==> src/rtl/switch_box_pkg.sv <==
// switch_box_pkg
//   Shared constants for the configurable switch box.
//   - SIDE_L/U/R/D : side indices, clockwise starting at the left side
//   - SEL_*        : 2-bit source-select encodings per output track
//   - cfg_idx()    : LSB position of the select field for side s, track t
package switch_box_pkg;

    localparam int SIDE_L = 0;
    localparam int SIDE_U = 1;
    localparam int SIDE_R = 2;
    localparam int SIDE_D = 3;

    // Sources are counted clockwise from the output side, so an output can
    // never pick its own side.
    localparam logic [1:0] SEL_OFF  = 2'b00;
    localparam logic [1:0] SEL_NEXT = 2'b01;
    localparam logic [1:0] SEL_OPP  = 2'b10;
    localparam logic [1:0] SEL_PREV = 2'b11;

    function automatic int cfg_idx(input int s, input int t, input int w);
        return 2 * (s * w + t);
    endfunction

endpackage

==> src/rtl/switch_box_track_mux.sv <==
// switch_box_track_mux
//   W-bit, per-track 4:1 source select for one output side.
//   Ports:
//     sel    [2*W-1:0] : select field, track t uses sel[2t+1:2t]
//     nxt_in [W-1:0]   : tracks of the next side (clockwise)
//     opp_in [W-1:0]   : tracks of the opposite side
//     prv_in [W-1:0]   : tracks of the previous side
//     y      [W-1:0]   : routed output tracks (track t only from track t)
module switch_box_track_mux
    import switch_box_pkg::*;
#(
    parameter int W = 4
) (
    input  logic [2*W-1:0] sel,
    input  logic [W-1:0]   nxt_in,
    input  logic [W-1:0]   opp_in,
    input  logic [W-1:0]   prv_in,
    output logic [W-1:0]   y
);

    genvar gi;
    generate
        for (gi = 0; gi < W; gi++) begin : g_track
            always_comb begin
                y[gi] = 1'b0;
                case (sel[2*gi +: 2])
                    SEL_NEXT: y[gi] = nxt_in[gi];
                    SEL_OPP:  y[gi] = opp_in[gi];
                    SEL_PREV: y[gi] = prv_in[gi];
                    default:  y[gi] = 1'b0;
                endcase
            end
        end
    endgenerate

endmodule

==> src/rtl/switch_box_cfg.sv <==
// switch_box_cfg
//   Serially configured switch box with W tracks on each of four sides.
//   A shadow shift register collects an 8*W-bit frame; a load commits it to
//   the active configuration only when exactly CFG_BITS bits were shifted
//   since the previous load attempt and no shift happens on the load cycle.
//   Ports:
//     clk, rst_n            : clock, asynchronous active-low reset
//     si, se, so            : serial config in, shift enable, serial out
//     cfg_load              : commit request for the shadow frame
//     l/u/r/d_in  [W-1:0]   : track inputs per side
//     l/u/r/d_out [W-1:0]   : track outputs per side (combinational)
//     cfg_valid             : a complete frame has been committed
//     cfg_err               : sticky, last load attempt was malformed
module switch_box_cfg
    import switch_box_pkg::*;
#(
    parameter int W = 4
) (
    input  logic         clk,
    input  logic         rst_n,
    input  logic         si,
    input  logic         se,
    input  logic         cfg_load,
    output logic         so,
    input  logic [W-1:0] l_in,
    input  logic [W-1:0] u_in,
    input  logic [W-1:0] r_in,
    input  logic [W-1:0] d_in,
    output logic [W-1:0] l_out,
    output logic [W-1:0] u_out,
    output logic [W-1:0] r_out,
    output logic [W-1:0] d_out,
    output logic         cfg_valid,
    output logic         cfg_err
);

    localparam int CFG_BITS = 8 * W;
    // Counter must reach CFG_BITS+1 so overlong frames stay distinguishable.
    localparam int CW = $clog2(CFG_BITS + 2);
    localparam logic [CW-1:0] CNT_FULL = CW'(CFG_BITS);
    localparam logic [CW-1:0] CNT_SAT  = CW'(CFG_BITS + 1);

    logic [CFG_BITS-1:0] sr_reg;
    logic [CFG_BITS-1:0] active_reg;
    logic [CW-1:0]       bit_cnt_reg;
    logic                cfg_valid_reg;
    logic                cfg_err_reg;

    always_ff @(posedge clk or negedge rst_n) begin
        if (!rst_n) begin
            sr_reg        <= '0;
            active_reg    <= '0;
            bit_cnt_reg   <= '0;
            cfg_valid_reg <= 1'b0;
            cfg_err_reg   <= 1'b0;
        end else begin
            if (se) begin
                sr_reg <= {sr_reg[CFG_BITS-2:0], si};
            end

            if (cfg_load) begin
                bit_cnt_reg <= '0;
            end else if (se && (bit_cnt_reg != CNT_SAT)) begin
                bit_cnt_reg <= bit_cnt_reg + 1'b1;
            end

            // A load on a shifting cycle is rejected: the frame is in motion.
            if (cfg_load) begin
                if (!se && (bit_cnt_reg == CNT_FULL)) begin
                    active_reg    <= sr_reg;
                    cfg_valid_reg <= 1'b1;
                    cfg_err_reg   <= 1'b0;
                end else begin
                    cfg_err_reg   <= 1'b1;
                end
            end
        end
    end

    assign so        = sr_reg[CFG_BITS-1];
    assign cfg_valid = cfg_valid_reg;
    assign cfg_err   = cfg_err_reg;

    logic [W-1:0] side_in  [4];
    logic [W-1:0] side_out [4];

    assign side_in[SIDE_L] = l_in;
    assign side_in[SIDE_U] = u_in;
    assign side_in[SIDE_R] = r_in;
    assign side_in[SIDE_D] = d_in;

    assign l_out = side_out[SIDE_L];
    assign u_out = side_out[SIDE_U];
    assign r_out = side_out[SIDE_R];
    assign d_out = side_out[SIDE_D];

    // Each side's select fields are contiguous, so one slice feeds one mux;
    // the input ordering rotates with the output side.
    genvar gi;
    generate
        for (gi = 0; gi < 4; gi++) begin : g_side
            switch_box_track_mux #(.W(W)) u_mux (
                .sel    (active_reg[cfg_idx(gi, 0, W) +: 2*W]),
                .nxt_in (side_in[(gi + 1) % 4]),
                .opp_in (side_in[(gi + 2) % 4]),
                .prv_in (side_in[(gi + 3) % 4]),
                .y      (side_out[gi])
            );
        end
    endgenerate

endmodule

==> config.mk <==
export PLATFORM = sky130hd
export DESIGN_NAME = switch_box_cfg
export DESIGN_NICKNAME = d
export VERILOG_FILES = /design/src/rtl/switch_box_pkg.sv /design/src/rtl/switch_box_track_mux.sv /design/src/rtl/switch_box_cfg.sv
export SDC_FILE = /design/constraint.sdc
export NUM_CORES = 1
export LEC_CHECK = 0
export CELL_PAD_IN_SITES_DETAIL_PLACEMENT = 2
export CELL_PAD_IN_SITES_GLOBAL_PLACEMENT = 2
export CORE_MARGIN = 2
export CORE_UTILIZATION = 35
export CTS_CLUSTER_SIZE = 12
export DETAILED_ROUTE_END_ITERATION = 6
export PLACE_DENSITY = 0.87
export SLEW_MARGIN = 25
export SYNTH_ARGS = -nofsm -noshare
export SYNTH_HDL_FRONTEND = slang
export SYNTH_SLANG_ARGS = --single-unit
==> constraint.sdc <==
create_clock -name clk -period 1.72 [get_ports clk]
set_clock_uncertainty 0.05 [all_clocks]
set_input_delay 0.258 -clock clk [delete_from_list [all_inputs] [get_ports clk]]
set_output_delay 0.258 -clock clk [all_outputs]
set_load 0.02 [all_outputs]
Word-level counts from Yosys, hierarchy flattened
Cells that the tools add are included. Widths: inputs -> output; s select.

Bits in registers: 72. Latch bits: 0. RAM bits: 0. Bits in read-only memories: 0. Bits of input ports: 21. Output and inout port bits: 19. Logic and storage cells: 80. Memories: 0.

Add/sub/neg operators: 1. Multipliers: 0. Div/mod/pow operators: 0. $lt $le $gt $ge: 0. Eq/ne operators: 50. Shift operators: 0. Multiplexer cells: 19. Bitwise operators: 0. Reductions and logical operators: 5.

Operators by type and width (number): $eq 2x2->1 const B (32); $pmux 1 s3 (16); $eq 2x1->1 const B (16); $mux 6 (2); $add 6x1->6 const B (1); $eq 6x6->1 const B (1); $ne 6x6->1 const B (1); $logic_and 1x1->1 (2); $reduce_and 2->1 (1); $reduce_bool 2->1 (1); $logic_not 1->1 (1); $mux 1 (1).

Depth between registers and ports, before layout
Gate-level depths: netlist of run 1.

Depth in word-level cells: 4. Mapped depth: 6.

By module
Synthesis of run 1 repeated with hierarchy kept, for this count alone.

Cell total of the unflattened synthesis: 230. Area, all modules: 3367.0 um2.

By module, submodules not included: switch_box_cfg (times used 1, cells an instance 182, area an instance 2986.6 um2, sequential area each 1801.7 um2); switch_box_track_mux (times used 4, cells an instance 12, area an instance 95.1 um2, sequential area each 0.0 um2).

Worst setup path after synthesis of run 1
Ideal clock, no wire load.

Path kind: reg-to-reg. Start: register bit_cnt_reg[3]. End: register active_reg[10]. Library setup time: 0.125 ns. Data arrival time: 1.599 ns. Required time: 1.545 ns. Setup slack: -0.054 ns. Stages on the path, launching flop included: 6. Path buffers: 2. Period minus slack after synthesis: 1.774 ns. Cell sequence: dfrtp_1 nor4b_4 and4b_1 buf_6 buf_12 mux2_4.

Cells in the longest elaborated chain, start to end: 3.

RTL lines: from (decl) (line switch_box_cfg.sv:45) `logic [CW-1:0] bit_cnt_reg;`; from (signal assigned) (line switch_box_cfg.sv:64) `bit_cnt_reg <= bit_cnt_reg + 1'b1;`; $eq 6x6->1 (line switch_box_cfg.sv:69) `if (!se && (bit_cnt_reg == CNT_FULL)) begin`; $logic_and 1x1->1 (line switch_box_cfg.sv:69); $reduce_and 2->1 (no source line); to (signal assigned) (line switch_box_cfg.sv:70) `active_reg <= sr_reg;`; to (decl) (line switch_box_cfg.sv:44) `logic [CFG_BITS-1:0] active_reg;`.

No other way between the ends. A chain may end at the register's enable or synchronous reset.

Worst setup path in the final report of run 1
Start: register bit_cnt_reg[2]. End: register active_reg[20].

The elaborated chain is that of the path after synthesis.

==> results of run 1 <==
## what timing repair did
item | in CTS | in global routing
gates resized for setup | 115 | 46
endpoints found under the setup margin | 48 | 49
hold buffers | 1 | 0
pin swaps | 2 | 2
buffers inserted | 14 | 9
cloned | 2 | 1
endpoints found under the hold margin | 72 | 0
## logic make-up (layout without fill, tap and decap cells)
group / after synthesis / in the layout
multiplexers: 80 / 80
flip-flops: 72 / 72
AND/OR/NAND/NOR: 53 / 53
AO/OA/AOI/OAI: 23 / 23
buffers and inverters: 11 / 116
adder cells (fa/ha/maj): 3 / 3
XOR/XNOR: 2 / 2
## metal layers
| layer | track usage [%] | vias up | share of wire, % |
|---|---|---|---|
| met4 | 10.3 | 0 | 2.9 |
| met2 | 37.4 | 52 | 53 |
| li1 | - | 1071 | - |
| met3 | 3.01 | 24 | 3.1 |
| met1 | 24.4 | 1252 | 41 |
| met5 | 0 | - | 0 |
## Yosys cell counts
cell	number	area, µm²
a211o_2	1	10.0
a21oi_1	2	10.0
a31oi_1	1	6.26
and4b_1	1	10.0
buf_1	2	7.51
buf_12	3	60.1
buf_2	2	10.0
buf_6	1	11.3
clkbuf_1	1	3.75
dfrtp_1	72	1800
ha_1	3	37.5
inv_1	2	7.51
mux2_2	52	586
mux2_4	28	420
nand2_1	35	131
nand3_1	1	5.00
nand3b_1	1	7.51
nand4_1	2	12.5
nand4b_1	2	17.5
nor2_1	5	18.8
nor3b_1	1	7.51
nor4b_4	1	23.8
o211ai_1	1	7.51
o21ai_0	17	85.1
o31a_1	1	8.76
or2_2	1	6.26
or3_1	1	6.26
or4b_2	2	20.0
xor2_1	2	17.5
## tightest hold or removal path: cells and delay by family
kind / cells / cell delay, ns
buffers and inverters: 3 / 0.96
## power breakdown
| group | internal (W) | switching (W) |
|---|---|---|
| logic | 0.000400 | 0.000295 |
| clock network | 0.000975 | 0.000735 |
| registers | 0.00200 | 0.000354 |
## cell type report
| type | instances | area [µm²] |
|---|---|---|
| flip-flops and latches | 72 | 1800 |
| well taps | 129 | 161 |
| clock inverters | 6 | 115 |
| repair buffers | 98 | 912 |
| inverters | 2 | 7.51 |
| clock buffers | 10 | 128 |
| multi-input cells | 161 | 1580 |
| fillers | 890 | 4580 |
## how the worst max path moves through the flow
stage | from | endpoint | slack (ns) | depth (start not counted)
final | bit_cnt_reg[2] | active_reg[20] | -0.20 | 5
after global routing | bit_cnt_reg[2] | active_reg[20] | -0.21 | 5
after CTS | bit_cnt_reg[2] | active_reg[5] | -0.18 | 5
after detailed placement | l_in[0] | u_out[0] | -0.39 | 5
after global placement | u_in[0] | d_out[0] | -0.30 | 5
after floorplan | bit_cnt_reg[4] | active_reg[10] | -0.04 | 5
## metrics by stage
| step | cells | utilization (%) | power (W) |
|---|---|---|---|
| after detailed placement | 440 | 44.6 | 0.00299 |
| after global routing | 478 | 50.7 | 0.00494 |
| final | 478 | 50.7 | 0.00476 |
| after floorplan | 244 | - | 0.00257 |
| after global placement | 440 | 44.6 | 0.00285 |
| after CTS | 473 | 49.3 | 0.00470 |
==> flow_summary.yaml, run 1 <==
global_routing:
  gr-total-overflow: 0
  grt_antenna_before_repair: 0
  grt_max_degree: 73
  grt_pass1_vias: 2749
  grt_pass1_wl_um: 15800
  grt.total_usage_pct: 20.9
timing:
  rsz0062_at_grt: "true"
  worst_pin_slew_ns: 0.384
  max_freq_mhz: 520
  whs_ns: 0.384
  finalCriticalPeriod_ns: 1.92
  hold_viol: 0
  post-route-period-util_pct: 112
  setup-tns-final_ns: -5.59
  setup_viol: 32
  slew_headroom_pct: 74.4
  setup_ws_ns: -0.202
  drv_slew: 0
outcome:
  violations: "negative setup slack"
  status: "finished, violations left"
finish:
  fin_nets: 368
  final_cell_mix: "dfrtp_1, buf_4, mux2_4"
  final_common_cell: "dfrtp_1"
  final_area_mm2: 0.00471
  syn2layout_area_growth_pct: 40.2
  antenna_cells: 0
  drive_above_1_share_pct: 55.6
logic_synthesis:
  synth.area.mux_share_pct: 30.0
  syn_avg_cell_area_um2: 13.8
  synth_fa_ha_area_share_pct: 1.12
  synth-compound-area-share_pct: 3.80
  netlist_instances: 244
  synthSimpleGateAreaFrac_pct: 7.94
  syn_area_mm2: 0.00336
  synth_seq_cells: 72
  yosysSeqAreaShare_pct: 53.7
  yosys_warnings: 0
  synth_top_family_by_area: "multiplexers"
  syn-num-nets: 268
  synth_xor_area_share_pct: 0.522
  synth_cell_types: 29
setup_path:
  cpPeakStageDelay_ns: 0.44
  critical_path_buf_inv_count: 2
  cp_top_family: "simple AND/OR/NAND/NOR gates"
  worstPathRequired_ns: 1.93
  path_max_fanout: 5
  reg2reg_depth: 5
  start_kind: "flip-flop"
  r2r_slack_ns: -0.20
  critPathArrivalTime_ns: 2.14
  path_cells: "nor4b_4 -> and4b_4 -> buf_4 -> clkbuf_16 -> mux2_4"
  crit_slowest_cell: "dfrtp_1"
  cp-end-kind: "flip-flop"
  r2r-start: "bit_cnt_reg[2]"
  critical_path_class: "flip-flop to flip-flop"
  reg2reg_to: "active_reg[20]"
power_and_ir_drop:
  cellLeakagePower_nw: 2.19
  powerDensity_mw_per_mm2: 1010
  vdd_ir_drop_max_v: 0.000476
detailed_routing:
  vias: 2399
  via_per_inst: 5.02
  drt_iter0_drc: 78
  wl_per_cell_um: 22.3
  ant_nets: 0
  drt_pass1_iterations: 4
  wl_um: 10700
  drc: 0
floorplanning:
  dieArea_mm2: 0.0104
  rows: 35
  die_h_um: 102
  chipWidth_um: 102
  io_pins: 40
  core_mm2: 0.00928
  start_util_pct: 36.2
place:
  gp_congestion: 0.794
  place_hpwl_um: 6420
  place_area_mm2: 0.00414
  io_buffers: 39
  pre_cts_slack_ns: -0.392
clock_network:
  insertion_delay_ns: 0.37
  cts_tree: "yes"
  cts_buffer_depth: 2
  cts_root_buffer: "clkbuf_8"
  cts_num_sinks: 72
  htree_levels: 3
  clkTransAtPathRegs_ns: 0.09
  cts_made_buffers: 9
run:
  maxCapViolations: 0
hold_path:
  holdCritPathClass: "input pin to async pin"
(Power assumes the default switching activity.)
==> inputs of run 2 (changes only) <==
--- a/config.mk
+++ b/config.mk
@@ -9,10 +9,11 @@
 export CELL_PAD_IN_SITES_GLOBAL_PLACEMENT = 2
 export CORE_MARGIN = 2
 export CORE_UTILIZATION = 35
+export CTS_CLUSTER_DIAMETER = 50
 export CTS_CLUSTER_SIZE = 12
 export DETAILED_ROUTE_END_ITERATION = 6
 export PLACE_DENSITY = 0.87
-export SLEW_MARGIN = 25
+export RECOVER_POWER = 25
 export SYNTH_ARGS = -nofsm -noshare
 export SYNTH_HDL_FRONTEND = slang
 export SYNTH_SLANG_ARGS = --single-unit
==> flow_summary.yaml, run 2 (synthesis gave the netlist of run 1 again) <==
clock_network:
  cts_root_buffer: "clkbuf_8"
  clkTransAtPathRegs_ns: 0.09
  cts_made_buffers: 9
  cts_num_sinks: 72
  cts_buffer_depth: 2
  cts_tree: "yes"
  insertion_delay_ns: 0.37
  htree_levels: 3
timing:
  hold_viol: 0
  rsz0062_at_grt: "true"
  finalCriticalPeriod_ns: 1.92
  setup_viol: 32
  slew_headroom_pct: 35.0
  setup_ws_ns: -0.202
  worst_pin_slew_ns: 0.975
  whs_ns: 0.457
  drv_slew: 0
  max_freq_mhz: 520
  post-route-period-util_pct: 112
detailed_routing:
  ant_nets: 0
  via_per_inst: 5.01
  wl_um: 10700
  drt_pass1_iterations: 4
  drc: 0
  vias: 2397
  wl_per_cell_um: 22.3
  drt_iter0_drc: 78
finish:
  fin_util_pct: 50.6
  stdcell_count: 478
  n_fill_cell: 892
  fin_nets: 368
  antenna_cells: 0
  final_common_cell: "dfrtp_1"
  drive_above_1_share_pct: 55.6
  final_cell_mix: "dfrtp_1, buf_4, mux2_4"
  syn2layout_area_growth_pct: 39.8
global_routing:
  met3_usage_pct: 3.01
  grt.total_usage_pct: 20.9
  use_met2_pct: 37.4
  grt_max_degree: 73
  top_usage_layer: "met2"
  grt_pass1_wl_um: 15800
  grt_pass1_vias: 2749
  grt_antenna_before_repair: 0
  gr-total-overflow: 0
  use_met1_pct: 24.4
power_and_ir_drop:
  switching_power_w: 0.00138
  p_seq_share_pct: 49.5
  vdd_ir_drop_max_v: 0.000476
  p_int_w: 0.00337
  comb_power_share_pct: 14.5
  cellLeakagePower_nw: 2.19
  switching_share_pct: 29.1
  powerDensity_mw_per_mm2: 1010
  pwr-share-clk_pct: 36.0
hold_path:
  holdCritPathClass: "flip-flop to flip-flop"
run:
  maxCapViolations: 0
setup_path:
  crit_slowest_cell: "dfrtp_1"
  start_kind: "flip-flop"
  path_max_fanout: 5
  cp_top_family: "simple AND/OR/NAND/NOR gates"
  worstPathRequired_ns: 1.93
  cpPeakStageDelay_ns: 0.44
  cp-end-kind: "flip-flop"
  critical_path_class: "flip-flop to flip-flop"
  path_cells: "nor4b_4 -> and4b_4 -> buf_4 -> clkbuf_16 -> mux2_4"
  critical_path_buf_inv_count: 2
  critPathArrivalTime_ns: 2.14
floorplanning:
  die_h_um: 102
  chipWidth_um: 102
  io_pins: 40
  core_mm2: 0.00928
  rows: 35
  start_util_pct: 36.2
  dieArea_mm2: 0.0104
place:
  place_hpwl_um: 6420
  pre_cts_slack_ns: -0.392
  io_buffers: 39
  gp_congestion: 0.794
  dp.cells: 440
outcome:
  violations: "negative setup slack"
  status: "finished, violations left"
[run 2: cell count changes in the layout (fill, tap and decap cells not counted)]
cell,before,now
buf_12,7,6
clkbuf_4,0,1
[run 2: what timing repair did]
item / in CTS / in global routing
buffers inserted: 14 / 9
resized for setup: 115 / 46
pin swaps: 2 / 2
endpoints found under the setup margin: 48 / 49
gates cloned: 2 / 1
endpoints found under the hold margin: 72 / 0
hold buffers: 1 / 0
[run 2: power groups by stage]
| stage | Combinational, W | Clock [W] | Sequential, W |
|---|---|---|---|
| 2_1_floorplan | 0.000379 | 0 | 0.00219 |
| 3_3_place_gp | 0.000562 | 0 | 0.00229 |
| 3_5_place_dp | 0.000639 | 0 | 0.00235 |
| 4_1_cts | 0.000660 | 0.00172 | 0.00233 |
| 5_1_grt | 0.000743 | 0.00181 | 0.00238 |
| 6_report | 0.000690 | 0.00171 | 0.00235 |
[run 2: routing by layer]
metal	part of all wire (%)	up-vias
met5	0	-
met4	2.9	0
met3	3.1	24
met2	53	52
met1	41	1250
li1	-	1071
[run 2: cell type report]
cell class                      instances  area (µm²)  area share (%)
Tap cell                              129         161            3.44
Clock inverter                          6         115            2.45
Sequential cell                        72        1800            38.4
Timing Repair Buffer                   98         900            19.2
Clock buffer                           10         128            2.72
Multi-Input combinational cell        161        1580            33.7
Inverter                                2        7.51           0.160
[run 2: path summary, 6_finish.rpt]
kind                                     start             end  slack (ns)  cells past startpoint
worst max-delay path            bit_cnt_reg[2]  active_reg[20]       -0.20                      5
worst min-delay path                 cfg_valid       cfg_valid        0.46                      1
worst max register to register  bit_cnt_reg[2]  active_reg[20]       -0.20                      5
worst min register to register       cfg_valid       cfg_valid        0.46                      1
max in group asynchronous                rst_n   active_reg[0]        0.36                      3
min in group asynchronous                rst_n  active_reg[20]        0.63                      3
[run 2: worst reg2reg max path, cell delays in order (launching register included)]
cell and delay, ns:
dfrtp_1 0.44, nor4b_4 0.36, and4b_4 0.38, buf_4 0.16
clkbuf_16 0.14, mux2_4 0.29
[run 2: metrics by stage]
step           TNS [ns]  area [µm²]  power, W
2_1_floorplan    -0.991        3360   0.00257
3_3_place_gp      -5.64        4140   0.00285
3_5_place_dp      -9.95        4140   0.00299
4_1_cts           -5.11        4580   0.00470
5_1_grt           -6.32        4690   0.00494
6_report          -5.59        4690   0.00475
==> inputs of run 3 (changes only) <==
--- a/config.mk
+++ b/config.mk
@@ -8,12 +8,13 @@
 export CELL_PAD_IN_SITES_DETAIL_PLACEMENT = 2
 export CELL_PAD_IN_SITES_GLOBAL_PLACEMENT = 2
 export CORE_MARGIN = 2
-export CORE_UTILIZATION = 35
+export CORE_UTILIZATION = 39
 export CTS_CLUSTER_DIAMETER = 50
 export CTS_CLUSTER_SIZE = 12
 export DETAILED_ROUTE_END_ITERATION = 6
-export PLACE_DENSITY = 0.87
+export PLACE_DENSITY = 0.9
 export RECOVER_POWER = 25
 export SYNTH_ARGS = -nofsm -noshare
 export SYNTH_HDL_FRONTEND = slang
+export SYNTH_HIERARCHICAL = 1
 export SYNTH_SLANG_ARGS = --single-unit
==> constraint.sdc (replaced) <==
create_clock -name clk -period 1.8 [get_ports clk]
set_clock_uncertainty 0.05 [all_clocks]
set_input_delay 0.27 -clock clk [delete_from_list [all_inputs] [get_ports clk]]
set_output_delay 0.27 -clock clk [all_outputs]
set_load 0.02 [all_outputs]
==> flow_summary.yaml, run 3 <==
logic_synthesis:
  syn_avg_cell_area_um2: 14.6
  syn-num-nets: 254
  synthTopCellsByArea: "dfrtp_1, mux2_4, mux2_2, mux2i_1, nand2_1"
  syn_area_mm2: 0.00337
  synth-edff-count: 0
  yosys.area.top_type: "dfrtp_1"
  netlist_instances: 230
  synth_flop_cell: "dfrtp_1"
  async_flop_share_pct: 100
  synth_top_cell_area_share_pct: 53.5
  yosys_warnings: 6
  synthTopCellsByCount: "dfrtp_1, mux2_2, mux2i_1"
  yosysSeqAreaShare_pct: 53.5
  yosysMostFrequentCell: "dfrtp_1"
  synth_seq_cells: 72
  synth_cell_types: 30
detailed_routing:
  ant_nets: 0
  drt_iter0_drc: 79
  drc: 0
  drt_pass1_iterations: 4
  wl_per_cell_um: 20.9
  vias: 2090
  via_per_inst: 5.19
  wl_um: 8430
global_routing:
  grt_pass1_wl_um: 13900
  met3_usage_pct: 4.19
  use_met2_pct: 33.3
  grt_pass1_vias: 2468
  grt.total_usage_pct: 19.2
  gr-total-overflow: 0
  use_met1_pct: 23.7
  grt_antenna_before_repair: 0
  top_usage_layer: "met2"
  grt_max_degree: 73
floorplanning:
  dieArea_mm2: 0.00939
  chipWidth_um: 96.9
  io_pins: 40
  die_h_um: 96.9
  core_mm2: 0.00830
  rows: 33
  start_util_pct: 40.6
place:
  gp_congestion: 0.792
  place_hpwl_um: 5510
  io_buffers: 39
finish:
  antenna_cells: 0
  drive_above_1_share_pct: 38.9
  n_fill_cell: 791
  fin_nets: 318
  final_cell_mix: "dfrtp_1, mux2_2, mux2i_1"
  fin_util_pct: 50.3
  syn2layout_area_growth_pct: 24.0
  final_common_cell: "dfrtp_1"
setup_path:
  worstPathRequired_ns: 1.98
  critPathArrivalTime_ns: 2.02
  critical_path_class: "flip-flop to flip-flop"
  path_max_fanout: 8
  cp-end-kind: "flip-flop"
  start_kind: "flip-flop"
timing:
  slew_headroom_pct: 34.1
  drv_slew: 0
  setup_ws_ns: -0.0426
  setup_viol: 16
  worst_pin_slew_ns: 0.988
  finalCriticalPeriod_ns: 1.84
  hold_viol: 0
  rsz0062_at_grt: "true"
  max_freq_mhz: 543
  whs_ns: 0.426
  post-route-period-util_pct: 102
clock_network:
  clkTransAtPathRegs_ns: 0.08
  cts_tree: "yes"
  cts_root_buffer: "clkbuf_8"
  cts_made_buffers: 9
  insertion_delay_ns: 0.34
  cts_num_sinks: 72
  htree_levels: 3
  cts_buffer_depth: 2
power_and_ir_drop:
  switching_share_pct: 27.7
  powerDensity_mw_per_mm2: 983
  vdd_ir_drop_max_v: 0.000515
  pwr-share-clk_pct: 32.3
  cellLeakagePower_nw: 1.89
  comb_power_share_pct: 14.2
  switching_power_w: 0.00113
  p_int_w: 0.00297
  p_seq_share_pct: 53.5
run:
  maxCapViolations: 0
hold_path:
  holdCritPathClass: "flip-flop to flip-flop"
outcome:
  violations: "negative setup slack"
  status: "finished, violations left"
[run 3: per-stage QoR]
| step | area (µm²) | total power [W] | TNS (ns) | worst slack (ns) | instances |
|---|---|---|---|---|---|
| floorplan | 3370 | 0.00245 | 0 | 0.0338 | 230 |
| global placement | 3950 | 0.00269 | -4.16 | -0.293 | 381 |
| detailed placement | 3950 | 0.00279 | -5.94 | -0.312 | 381 |
| CTS | 4210 | 0.00414 | -0.718 | -0.0528 | 401 |
| global route | 4180 | 0.00434 | -1.02 | -0.0776 | 403 |
| finish | 4180 | 0.00410 | -0.310 | -0.0426 | 403 |
[run 3: power groups by stage]
stage	Combinational (W)	Sequential [W]	Clock (W)
floorplan	0.000358	0.00210	0
global placement	0.000525	0.00217	0
detailed placement	0.000578	0.00222	0
CTS	0.000594	0.00219	0.00135
global route	0.000645	0.00225	0.00145
finish	0.000583	0.00220	0.00132
[run 3: what timing repair did]
action | CTS | global route
gates resized for setup | 24 | 10
gates cloned | 1 | 0
hold buffers | 1 | 0
hold endpoints to repair | 72 | 0
pin swaps | 2 | 1
endpoints found under the setup margin | 36 | 35
setup buffers | 3 | 3
[run 3: layer usage]
| metal | up-vias | part of all wire (%) |
|---|---|---|
| li1 | 953 | - |
| met1 | 1090 | 43 |
| met2 | 37 | 53 |
| met3 | 10 | 2.6 |
| met4 | 0 | 1.4 |
| met5 | - | 0 |
[run 3: cell type report]
class                           instances  area (µm²)  area share, %
Clock buffer                           11         151           3.62
Multi-Input combinational cell        146        1470           35.2
Sequential cell                        72        1800           43.1
Tap cell                              105         131           3.15
Timing Repair Buffer                   63         562           13.5
Inverter                                2        7.51          0.180
Clock inverter                          4        52.6           1.26
[run 3: worst paths after layout]
path	cells after the start	slack [ns]	endpoint	from
max reg2reg	5	-0.04	active_reg[31]	bit_cnt_reg[4]
max	5	-0.04	active_reg[31]	bit_cnt_reg[4]
max in group asynchronous	3	0.38	active_reg[24]	rst_n
min	1	0.43	cfg_valid	cfg_valid
min reg2reg	1	0.43	cfg_valid	cfg_valid
min in group asynchronous	3	0.66	active_reg[3]	rst_n
[run 3: logic make-up after synthesis]
| logic type | synth area share, % |
|---|---|
| buffers and inverters | 3.08 |
| muxes | 34.0 |
| DFF | 53.5 |
| xor gates and xnor gates | 0.520 |
| AOI/OAI and AO/OA | 1.41 |
| and+or+nand+nor | 6.32 |
| adders and majority gates | 1.11 |
[run 3: worst max-delay path, cell delays in order (launching register included)]
cell	delay, ns
dfrtp_1	0.41
nor4b_4	0.31
and4b_2	0.35
buf_4	0.15
buf_12	0.13
mux2_2	0.33
